`src/rtl/line_cmd_master_if.sv`:
```
// Command handshake plus Avalon-MM register-bus signals between the line command
// master and its partners (command source and accelerator slave).
interface line_cmd_master_if;
  logic        cmd_valid;
  logic        cmd_ready;
  logic [8:0]  cmd_x0;
  logic [7:0]  cmd_y0;
  logic [8:0]  cmd_x1;
  logic [7:0]  cmd_y1;
  logic [2:0]  cmd_color;
  logic [2:0]  address;
  logic        chipselect;
  logic        read;
  logic        write;
  logic [31:0] writedata;
  logic [31:0] readdata;
  logic        waitrequest;

  modport master (
    input  cmd_valid, cmd_x0, cmd_y0, cmd_x1, cmd_y1, cmd_color,
    output cmd_ready,
    output address, chipselect, read, write, writedata,
    input  readdata, waitrequest
  );

  modport slave (
    output cmd_valid, cmd_x0, cmd_y0, cmd_x1, cmd_y1, cmd_color,
    input  cmd_ready,
    input  address, chipselect, read, write, writedata,
    output readdata, waitrequest
  );
endinterface

```
`src/rtl/line_cmd_master.sv`:
```
// Avalon-MM master that programs the line-drawing accelerator: Mode once after reset,
// then per command start/end/colour/Go, optionally gated by Status polling.
module line_cmd_master #(
  parameter int POLL_MODE  = 0,
  parameter int POLL_LIMIT = 1024
) (
  input  logic                CLOCK_50,
  input  logic                Reset,
  line_cmd_master_if.master   bus,
  output logic                busy,
  output logic [15:0]         line_count,
  output logic                timeout
);
  localparam int CW = $clog2(POLL_LIMIT + 1);

  localparam logic [2:0] ADDR_MODE   = 3'd0;
  localparam logic [2:0] ADDR_STATUS = 3'd1;
  localparam logic [2:0] ADDR_GO     = 3'd2;
  localparam logic [2:0] ADDR_START  = 3'd3;
  localparam logic [2:0] ADDR_END    = 3'd4;
  localparam logic [2:0] ADDR_COLOR  = 3'd5;

  typedef enum logic [2:0] {
    S_INIT, S_IDLE, S_POLL_RD, S_POLL_CHK, S_WR_START, S_WR_END, S_WR_COLOR, S_WR_GO
  } state_t;

  state_t        state_q, state_d, next_state;
  logic [2:0]    address_q, address_d, req_addr;
  logic [31:0]   writedata_q, writedata_d, req_data;
  logic          read_q, read_d, write_q, write_d, req_rd, is_xfer;
  logic          chipselect_q, chipselect_d;
  logic          cmd_ready_q, cmd_ready_d, busy_q, busy_d, timeout_q, timeout_d;
  logic [15:0]   line_count_q, line_count_d;
  logic [CW-1:0] poll_cnt_q, poll_cnt_d;
  logic [8:0]    x0_q, x0_d, x1_q, x1_d;
  logic [7:0]    y0_q, y0_d, y1_q, y1_d;
  logic [2:0]    color_q, color_d;
  logic          readdata_unused;

  // Only the ready bit of Status matters.
  assign readdata_unused = ^bus.readdata[31:1];

  always_comb begin
    state_d      = state_q;
    address_d    = address_q;
    writedata_d  = writedata_q;
    read_d       = read_q;
    write_d      = write_q;
    line_count_d = line_count_q;
    timeout_d    = timeout_q;
    poll_cnt_d   = poll_cnt_q;
    x0_d         = x0_q;
    y0_d         = y0_q;
    x1_d         = x1_q;
    y1_d         = y1_q;
    color_d      = color_q;
    req_addr     = ADDR_MODE;
    req_data     = 32'd0;
    req_rd       = 1'b0;
    is_xfer      = 1'b1;
    next_state   = state_q;

    case (state_q)
      S_INIT:     begin req_addr = ADDR_MODE;   req_data = 32'(POLL_MODE); next_state = S_IDLE; end
      S_POLL_RD:  begin req_addr = ADDR_STATUS; req_rd = 1'b1;             next_state = S_POLL_CHK; end
      S_WR_START: begin req_addr = ADDR_START;  req_data = {15'b0, y0_q, x0_q}; next_state = S_WR_END; end
      S_WR_END:   begin req_addr = ADDR_END;    req_data = {15'b0, y1_q, x1_q}; next_state = S_WR_COLOR; end
      S_WR_COLOR: begin req_addr = ADDR_COLOR;  req_data = {29'b0, color_q};    next_state = S_WR_GO; end
      S_WR_GO:    begin req_addr = ADDR_GO;     req_data = 32'h1;              next_state = S_IDLE; end
      S_IDLE: begin
        is_xfer = 1'b0;
        if (bus.cmd_valid && cmd_ready_q) begin
          x0_d       = bus.cmd_x0;
          y0_d       = bus.cmd_y0;
          x1_d       = bus.cmd_x1;
          y1_d       = bus.cmd_y1;
          color_d    = bus.cmd_color;
          poll_cnt_d = '0;
          state_d    = (POLL_MODE != 0) ? S_POLL_RD : S_WR_START;
        end
      end
      S_POLL_CHK: begin
        is_xfer = 1'b0;
        if (bus.readdata[0]) begin
          state_d = S_WR_START;
        end else if (poll_cnt_q == CW'(POLL_LIMIT)) begin
          timeout_d = 1'b1;
          state_d   = S_IDLE;
        end else begin
          state_d = S_POLL_RD;
        end
      end
      default: begin
        is_xfer = 1'b0;
        state_d = S_INIT;
      end
    endcase

    // Strobe rises the cycle after entry; it falls (and the state moves) on acceptance.
    if (is_xfer) begin
      if (!(read_q || write_q)) begin
        address_d   = req_addr;
        writedata_d = req_data;
        read_d      = req_rd;
        write_d     = !req_rd;
      end else if (!bus.waitrequest) begin
        read_d  = 1'b0;
        write_d = 1'b0;
        state_d = next_state;
        if (state_q == S_POLL_RD) poll_cnt_d   = poll_cnt_q + CW'(1);
        if (state_q == S_WR_GO)   line_count_d = line_count_q + 16'd1;
      end
    end

    chipselect_d = ~(read_d | write_d);
    cmd_ready_d  = (state_d == S_IDLE);
    busy_d       = (state_d != S_IDLE);
  end

  always_ff @(posedge CLOCK_50) begin
    if (Reset) begin
      state_q      <= S_INIT;
      address_q    <= '0;
      writedata_q  <= '0;
      read_q       <= 1'b0;
      write_q      <= 1'b0;
      chipselect_q <= 1'b1;
      cmd_ready_q  <= 1'b0;
      busy_q       <= 1'b1;
      timeout_q    <= 1'b0;
      line_count_q <= '0;
      poll_cnt_q   <= '0;
      x0_q         <= '0;
      y0_q         <= '0;
      x1_q         <= '0;
      y1_q         <= '0;
      color_q      <= '0;
    end else begin
      state_q      <= state_d;
      address_q    <= address_d;
      writedata_q  <= writedata_d;
      read_q       <= read_d;
      write_q      <= write_d;
      chipselect_q <= chipselect_d;
      cmd_ready_q  <= cmd_ready_d;
      busy_q       <= busy_d;
      timeout_q    <= timeout_d;
      line_count_q <= line_count_d;
      poll_cnt_q   <= poll_cnt_d;
      x0_q         <= x0_d;
      y0_q         <= y0_d;
      x1_q         <= x1_d;
      y1_q         <= y1_d;
      color_q      <= color_d;
    end
  end

  assign bus.cmd_ready  = cmd_ready_q;
  assign bus.address    = address_q;
  assign bus.writedata  = writedata_q;
  assign bus.read       = read_q;
  assign bus.write      = write_q;
  assign bus.chipselect = chipselect_q;
  assign busy           = busy_q;
  assign line_count     = line_count_q;
  assign timeout        = timeout_q;
endmodule

```
`src/flat_wrapper.sv`:
```
// flat-port wrapper written by rule: the top's interface ports become plain ports
module line_cmd_master_flat 
#(
  parameter int POLL_MODE  = 0,
  parameter int POLL_LIMIT = 1024
)
  (CLOCK_50, Reset, busy, line_count, timeout, bus_cmd_valid, bus_cmd_x0, bus_cmd_y0, bus_cmd_x1, bus_cmd_y1, bus_cmd_color, bus_cmd_ready, bus_address, bus_chipselect, bus_read, bus_write, bus_writedata, bus_readdata, bus_waitrequest);
  line_cmd_master_if bus_i ();
  input  logic CLOCK_50;
  input  logic Reset;
  output logic busy;
  output logic [15:0] line_count;
  output logic timeout;
  input wire logic [$bits(bus_i.cmd_valid)-1:0] bus_cmd_valid;
  input wire logic [$bits(bus_i.cmd_x0)-1:0] bus_cmd_x0;
  input wire logic [$bits(bus_i.cmd_y0)-1:0] bus_cmd_y0;
  input wire logic [$bits(bus_i.cmd_x1)-1:0] bus_cmd_x1;
  input wire logic [$bits(bus_i.cmd_y1)-1:0] bus_cmd_y1;
  input wire logic [$bits(bus_i.cmd_color)-1:0] bus_cmd_color;
  output wire logic [$bits(bus_i.cmd_ready)-1:0] bus_cmd_ready;
  output wire logic [$bits(bus_i.address)-1:0] bus_address;
  output wire logic [$bits(bus_i.chipselect)-1:0] bus_chipselect;
  output wire logic [$bits(bus_i.read)-1:0] bus_read;
  output wire logic [$bits(bus_i.write)-1:0] bus_write;
  output wire logic [$bits(bus_i.writedata)-1:0] bus_writedata;
  input wire logic [$bits(bus_i.readdata)-1:0] bus_readdata;
  input wire logic [$bits(bus_i.waitrequest)-1:0] bus_waitrequest;
  assign bus_i.cmd_valid = bus_cmd_valid;
  assign bus_i.cmd_x0 = bus_cmd_x0;
  assign bus_i.cmd_y0 = bus_cmd_y0;
  assign bus_i.cmd_x1 = bus_cmd_x1;
  assign bus_i.cmd_y1 = bus_cmd_y1;
  assign bus_i.cmd_color = bus_cmd_color;
  assign bus_cmd_ready = bus_i.cmd_ready;
  assign bus_address = bus_i.address;
  assign bus_chipselect = bus_i.chipselect;
  assign bus_read = bus_i.read;
  assign bus_write = bus_i.write;
  assign bus_writedata = bus_i.writedata;
  assign bus_i.readdata = bus_readdata;
  assign bus_i.waitrequest = bus_waitrequest;
  line_cmd_master #(.POLL_MODE(POLL_MODE), .POLL_LIMIT(POLL_LIMIT)) u_core (.CLOCK_50(CLOCK_50), .Reset(Reset), .bus(bus_i), .busy(busy), .line_count(line_count), .timeout(timeout));
endmodule
```
`config.mk`:
```
export PLATFORM = sky130hd
export DESIGN_NAME = line_cmd_master_flat
export DESIGN_NICKNAME = d
export VERILOG_FILES = /design/src/rtl/line_cmd_master_if.sv /design/src/rtl/line_cmd_master.sv /design/src/flat_wrapper.sv
export SDC_FILE = /design/constraint.sdc
export NUM_CORES = 1
export LEC_CHECK = 0
export CORE_ASPECT_RATIO = 0.8
export CORE_MARGIN = 2
export CORE_UTILIZATION = 50
export DETAILED_ROUTE_END_ITERATION = 12
export GPL_ROUTABILITY_DRIVEN = 0
export PLACE_DENSITY = 0.87
export SYNTH_ARGS = -nofsm -noshare
export SYNTH_HDL_FRONTEND = slang
export SYNTH_SLANG_ARGS = --single-unit
```
`constraint.sdc`:
```
create_clock -name CLOCK_50 -period 4.13 [get_ports CLOCK_50]
set_clock_uncertainty 0.05 [all_clocks]
set_input_delay 0.826 -clock CLOCK_50 [delete_from_list [all_inputs] [get_ports CLOCK_50]]
set_output_delay 0.826 -clock CLOCK_50 [all_outputs]
set_load 0.02 [all_outputs]
```
==> results.json, run 1 <==
{
  "irDropWorstVdd_v": 0.000197,
  "path_clk_slew_ps": 100,
  "rsz0062_at_grt": "no",
  "grt_overflow": 0,
  "leakage_uw": 0.00167,
  "yosys-top-cells-area": "dfxtp_1 47%, nand2_1 8.2%, a21oi_1 7.3%",
  "cts_buffers": 9,
  "synth_seq_area_share": 0.466,
  "ctsHoldBuffers": 0,
  "drtIter0Drc": 200,
  "layout.area.seq_um2": 1860,
  "num_io_pins": 130,
  "finalSetupTns_ps": 0,
  "critPathMaxFanout": 11,
  "worstPathRequired_ps": 4360,
  "cts_setup_buffers": 0,
  "yosysMostFrequentCell": "dfxtp_1",
  "die_y_um": 83.9,
  "antenna_found_initial": 0,
  "via_per_inst": 5.43,
  "numClockSinks": 93,
  "htree_num_levels": 3,
  "synth_common_cells": "93 x dfxtp_1, 87 x nand2_1, 58 x a21oi_1",
  "nets": 617,
  "criticalPathCategory": "in2reg",
  "drv_cap": 0,
  "fin_crit_sh": 0.664,
  "slew-limit-headroom": 0.217,
  "grt_pass1_wl_um": 15700,
  "drt_wl_total_um": 9590,
  "initial_core_util": 0.509,
  "die_width_um": 104,
  "setup_viol": 0,
  "ys_warn_count": 0,
  "multi_input_area_um2": 1920,
  "hold_class": "reg2reg",
  "synth.top_cell.area_share": 0.466,
  "arrival_ps": 2970,
  "io_buffers": 83,
  "outcome": "complete, no violations",
  "core_um2": 7840,
  "dr.pass1.iters": 4,
  "endpoint_kind": "flop",
  "synth_edf_count": 0,
  "yosysTopAreaCell": "dfxtp_1",
  "cts_tree": "done",
  "slew_violations": 0,
  "ctsResizeCount": 0,
  "min_period_ps": 2740,
  "drc_errors": 0,
  "clockBufferDepth": 2,
  "rows": 29,
  "grt_max_degree": 58,
  "drive_gt1_frac": 0.0751,
  "tightest_slew_ps": 1170,
  "ys_ff_latch": 93,
  "nFillCells": 642,
  "avgRoutedWirePerCell_um": 14.7,
  "power.density_nw_per_um2": 356,
  "synth_top_flop_cell": "dfxtp_1",
  "synth.avg_cell_area_um2": 8.39,
  "fmax_mhz": 365,
  "synthToLayoutAreaGrowth_pct": 24.9,
  "track_usage": 0.220,
  "syn_area_um2": 3990,
  "clockRootBuffer": "clkbuf_8",
  "critPathLaunchType": "input pin",
  "clk_latency_ps": 350,
  "dp_hpwl_um": 6410,
  "vias": 3551,
  "grt_pass1_vias": 3419,
  "fp.dieArea_um2": 8720,
  "syn_inst": 476,
  "finalWorstSetupSlack_ps": 1390,
  "async_flop_share": 0,
  "hold_ws_ps": 408,
  "synth_cell_types": 50,
  "ant_nets": 0,
  "hold_viol_final": 0,
  "pre_cts_ws_ps": 1040,
  "diodes": 0
}
==> state kept, by name, indices dropped and copies added, names as in the netlist <==
signal                 count
u_core.y1_q                8
u_core.bus.chipselect      1
u_core.bus.cmd_ready       1
u_core.bus.address         3
u_core.y0_q                8
u_core.busy                1
u_core.bus.writedata      17
u_core.bus.write           1
u_core.bus.read            1
u_core.x1_q                9
u_core.timeout             1
u_core.poll_cnt_q         11
u_core.line_count         16
u_core.color_q             3
u_core.x0_q                9
u_core.state_q             3
==> worst max-delay path, stage by stage <==
cell,delay [ps]
clkdlybuf4s50_1,470
o21bai_1,380
or3_1,580
or4_1,560
a21oi_1,160
==> routing by layer <==
layer | track usage | vias up | wire length (um)
met3 | 0.0570 | 21 | 526
met5 | 0 | - | 0
li1 | - | 1750 | -
met1 | 0.277 | 1662 | 4330
met2 | 0.358 | 118 | 4530
met4 | 0.0921 | 0 | 208
==> per-stage QoR <==
| step | cell area [um^2] | power [uW] | instances | util |
|---|---|---|---|---|
| floorplan | 4050 | 1100 | 490 | - |
| global placement | 4790 | 1180 | 638 | 0.611 |
| detailed placement | 4790 | 1180 | 638 | 0.611 |
| CTS | 4990 | 1780 | 654 | 0.636 |
| global route | 4990 | 1850 | 654 | 0.636 |
| finish | 4990 | 1780 | 654 | 0.636 |
==> cell families after synthesis <==
| group | count (synthesis) | share of synthesized area |
|---|---|---|
| other | 1 | 0.000939 |
| AND/OR/NAND/NOR | 192 | 0.227 |
| buffers and inverters | 53 | 0.0668 |
| flip-flops | 93 | 0.466 |
| AO/OA/AOI/OAI | 107 | 0.160 |
| XOR/XNOR | 10 | 0.0219 |
| multiplexers | 17 | 0.0473 |
| adder cells (fa/ha/maj) | 3 | 0.00940 |
==> layout make-up <==
type	count	share of cell area
multi-input combinational	344	0.385
sequential	93	0.373
timing repair buffer	86	0.170
tap	108	0.0271
clock buffer	10	0.0256
clock inverter	6	0.0138
inverter	7	0.00527
==> path summary, 6_finish.rpt <==
kind | start | to | slack [ps] | depth (start not counted)
max | bus_waitrequest | u_core.line_count[15] | 1390 | 5
min | u_core.y1_q[6] | u_core.y1_q[6] | 410 | 2
max reg2reg | u_core.state_q[2] | u_core.bus.writedata[14] | 1420 | 4
min reg2reg | u_core.y1_q[6] | u_core.y1_q[6] | 410 | 2
==> report_power, final <==
group | leakage [uW] | internal, uW | switching (uW) | total [uW]
Sequential | 0.000750 | 914 | 21.9 | 936
Clock | 0.000103 | 287 | 325 | 612
Combinational | 0.000813 | 91.0 | 137 | 228
Total | 0.00167 | 1290 | 484 | 1780
==> layout by cell type (no fill, tap or decap), types with 7 or more instances in the layout <==
master,netlist,layout
nand4_1,7,7
nand3_1,11,11
mux2_2,15,15
conb_1,1,15
o21ai_0,11,11
or3_1,9,9
clkbuf_8,0,9
clkdlybuf4s50_1,0,82
a21oi_1,58,58
nor2_1,41,40
a22oi_1,17,17
dfxtp_1,93,93
nand2_1,87,87
xnor2_1,7,7
inv_1,7,7
Note: power is estimated with default switching activity, not from simulation.
==> run 2, diff against run 1 <==
--- a/config.mk
+++ b/config.mk
@@ -7,10 +7,10 @@
 export LEC_CHECK = 0
 export CORE_ASPECT_RATIO = 0.8
 export CORE_MARGIN = 2
-export CORE_UTILIZATION = 50
+export CORE_UTILIZATION = 46
 export DETAILED_ROUTE_END_ITERATION = 12
 export GPL_ROUTABILITY_DRIVEN = 0
-export PLACE_DENSITY = 0.87
+export PLACE_DENSITY = 0.81
 export SYNTH_ARGS = -nofsm -noshare
 export SYNTH_HDL_FRONTEND = slang
 export SYNTH_SLANG_ARGS = --single-unit
==> constraint.sdc (replaced) <==
create_clock -name CLOCK_50 -period 2.7 [get_ports CLOCK_50]
set_clock_uncertainty 0.05 [all_clocks]
set_input_delay 0.54 -clock CLOCK_50 [delete_from_list [all_inputs] [get_ports CLOCK_50]]
set_output_delay 0.54 -clock CLOCK_50 [all_outputs]
set_load 0.02 [all_outputs]
==> run 2 against run 1 <==
  * Utilization decreased by 3.6 points
  * Clock power increased by 61%
  * Sequential cell count unchanged
  * Register-to-register slack got worse by 970 ps
  * Combinational power increased by 63%
  * Worst hold slack got worse by 2.2 ps
  * Non-clock buffer count increased by 9
  * Routed wire length decreased by 3.1%
  * Critical path type unchanged
  * Largest cell class unchanged
  * Largest power group unchanged
==> results.json, run 2 (synthesis results as in run 1) <==
{
  "ctsHoldBuffers": 0,
  "num_io_pins": 130,
  "grt_overflow": 0,
  "io_buffers": 83,
  "leakage_uw": 0.00171,
  "dr_wl_met2_um": 4470,
  "antenna_found_initial": 0,
  "dp_hpwl_um": 6440,
  "drt_wl_total_um": 9290,
  "nets": 626,
  "slew_violations": 0,
  "slew-limit-headroom": 0.596,
  "power.switching_uw": 713,
  "cts_setup_buffers": 0,
  "pwr-share-seq": 0.514,
  "outcome": "complete, no violations",
  "pwr-share-clk": 0.353,
  "power.density_nw_per_um2": 550,
  "combPwrFrac": 0.133,
  "fmax_mhz": 445,
  "ff2ff_path_depth": 5,
  "wl_met1_um": 4240,
  "path_clk_slew_ps": 90,
  "layout_common_cells": "93 x dfxtp_1, 87 x nand2_1, 82 x clkdlybuf4s50_1",
  "rr_startpoint": "u_core.state_q[0]",
  "r2r_slack_ps": 450,
  "critPathMaxFanout": 9,
  "core_um2": 8450,
  "setup_viol": 0,
  "min_period_ps": 2250,
  "initial_core_util": 0.473,
  "clockRootBuffer": "clkbuf_8",
  "clockBufferDepth": 2,
  "die_y_um": 87.3,
  "cts_tree": "done",
  "drtIter0Drc": 253,
  "hold_depth": 2,
  "tightest_slew_ps": 600,
  "fp.dieArea_um2": 9450,
  "numClockSinks": 93,
  "intPower_uw": 2070,
  "drive_gt1_frac": 0.0866,
  "finalSetupTns_ps": 0,
  "track_usage": 0.203,
  "fin_crit_sh": 0.832,
  "irDropWorstVdd_v": 0.000327,
  "dr_wl_met3_um": 515,
  "endpoint_kind": "flop",
  "highest_layer": "met4",
  "synthToLayoutAreaGrowth_pct": 27.0,
  "hold_end": "u_core.timeout",
  "via_per_inst": 5.36,
  "arrival_ps": 2490,
  "r2r-end": "u_core.poll_cnt_q[5]",
  "largest_register_ffs": 17,
  "drc_errors": 0,
  "switching_share": 0.256,
  "avgRoutedWirePerCell_um": 14.0,
  "die_width_um": 108,
  "vias": 3567,
  "grt_pass1_vias": 3369,
  "final_common_cell": "dfxtp_1",
  "drv_cap": 0,
  "final_cell_area_um2": 5070,
  "ant_nets": 0,
  "grt_max_degree": 38,
  "rsz0062_at_grt": "no",
  "rows": 30,
  "criticalPathCategory": "in2reg",
  "placed_area_um2": 4860,
  "hold_class": "reg2reg",
  "ctsResizeCount": 0,
  "clk_latency_ps": 360,
  "cts_buffers": 9,
  "dr.pass1.iters": 5,
  "htree_num_levels": 3,
  "hold_viol_final": 0,
  "hold_ws_ps": 405,
  "worstPathRequired_ps": 2940,
  "grt_pass1_wl_um": 15200,
  "hold_start": "u_core.timeout",
  "critPathLaunchType": "input pin",
  "diodes": 0
}
-- run 2: worst max-delay path by stage --
| stage | startpoint | endpoint | slack [ps] | depth (start not counted) |
|---|---|---|---|---|
| 4_1_cts | bus_waitrequest | u_core.line_count[13] | 470 | 5 |
| 3_3_place_gp | bus_waitrequest | u_core.line_count[13] | 140 | 5 |
| 6_report | bus_waitrequest | u_core.line_count[13] | 450 | 5 |
| 2_1_floorplan | bus_waitrequest | u_core.line_count[14] | 710 | 6 |
| 3_5_place_dp | bus_waitrequest | u_core.line_count[13] | 80 | 5 |
| 5_1_grt | u_core.state_q[1] | u_core.line_count[15] | 350 | 4 |
-- run 2: layout make-up --
cell class	count	area [um^2]
fill	759	3380
sequential	93	1860
clock buffer	11	131
inverter	7	26.3
tap	112	140
clock inverter	4	73.8
multi-input combinational	344	1920
timing repair buffer	95	916
-- run 2: through the flow --
step	instances	power, uW	util	setup WS [ps]
2_1_floorplan	490	1690	-	715
3_3_place_gp	651	1830	0.576	137
3_5_place_dp	651	1840	0.576	83.2
4_1_cts	666	2810	0.600	471
5_1_grt	666	2900	0.600	349
6_report	666	2790	0.600	452
-- run 2: power groups by stage --
stage               clock network, uW  registers, uW  logic (uW)
floorplan                           0           1470         218
global placement                    0           1460         368
detailed placement                  0           1470         373
CTS                              1000           1430         374
global route                     1060           1440         406
finish                            983           1430         372
-- run 2: metal layers --
| metal | track usage | vias to the layer above |
|---|---|---|
| li1 | - | 1770 |
| met1 | 0.254 | 1688 |
| met2 | 0.343 | 102 |
| met3 | 0.0441 | 7 |
| met4 | 0.0816 | 0 |
| met5 | 0 | - |
-- run 2: worst max-delay path, stage by stage --
cell and delay (ps):
clkdlybuf4s50_1 440, o21bai_1 270, or3_1 540, or4_1 550, a21oi_1 150
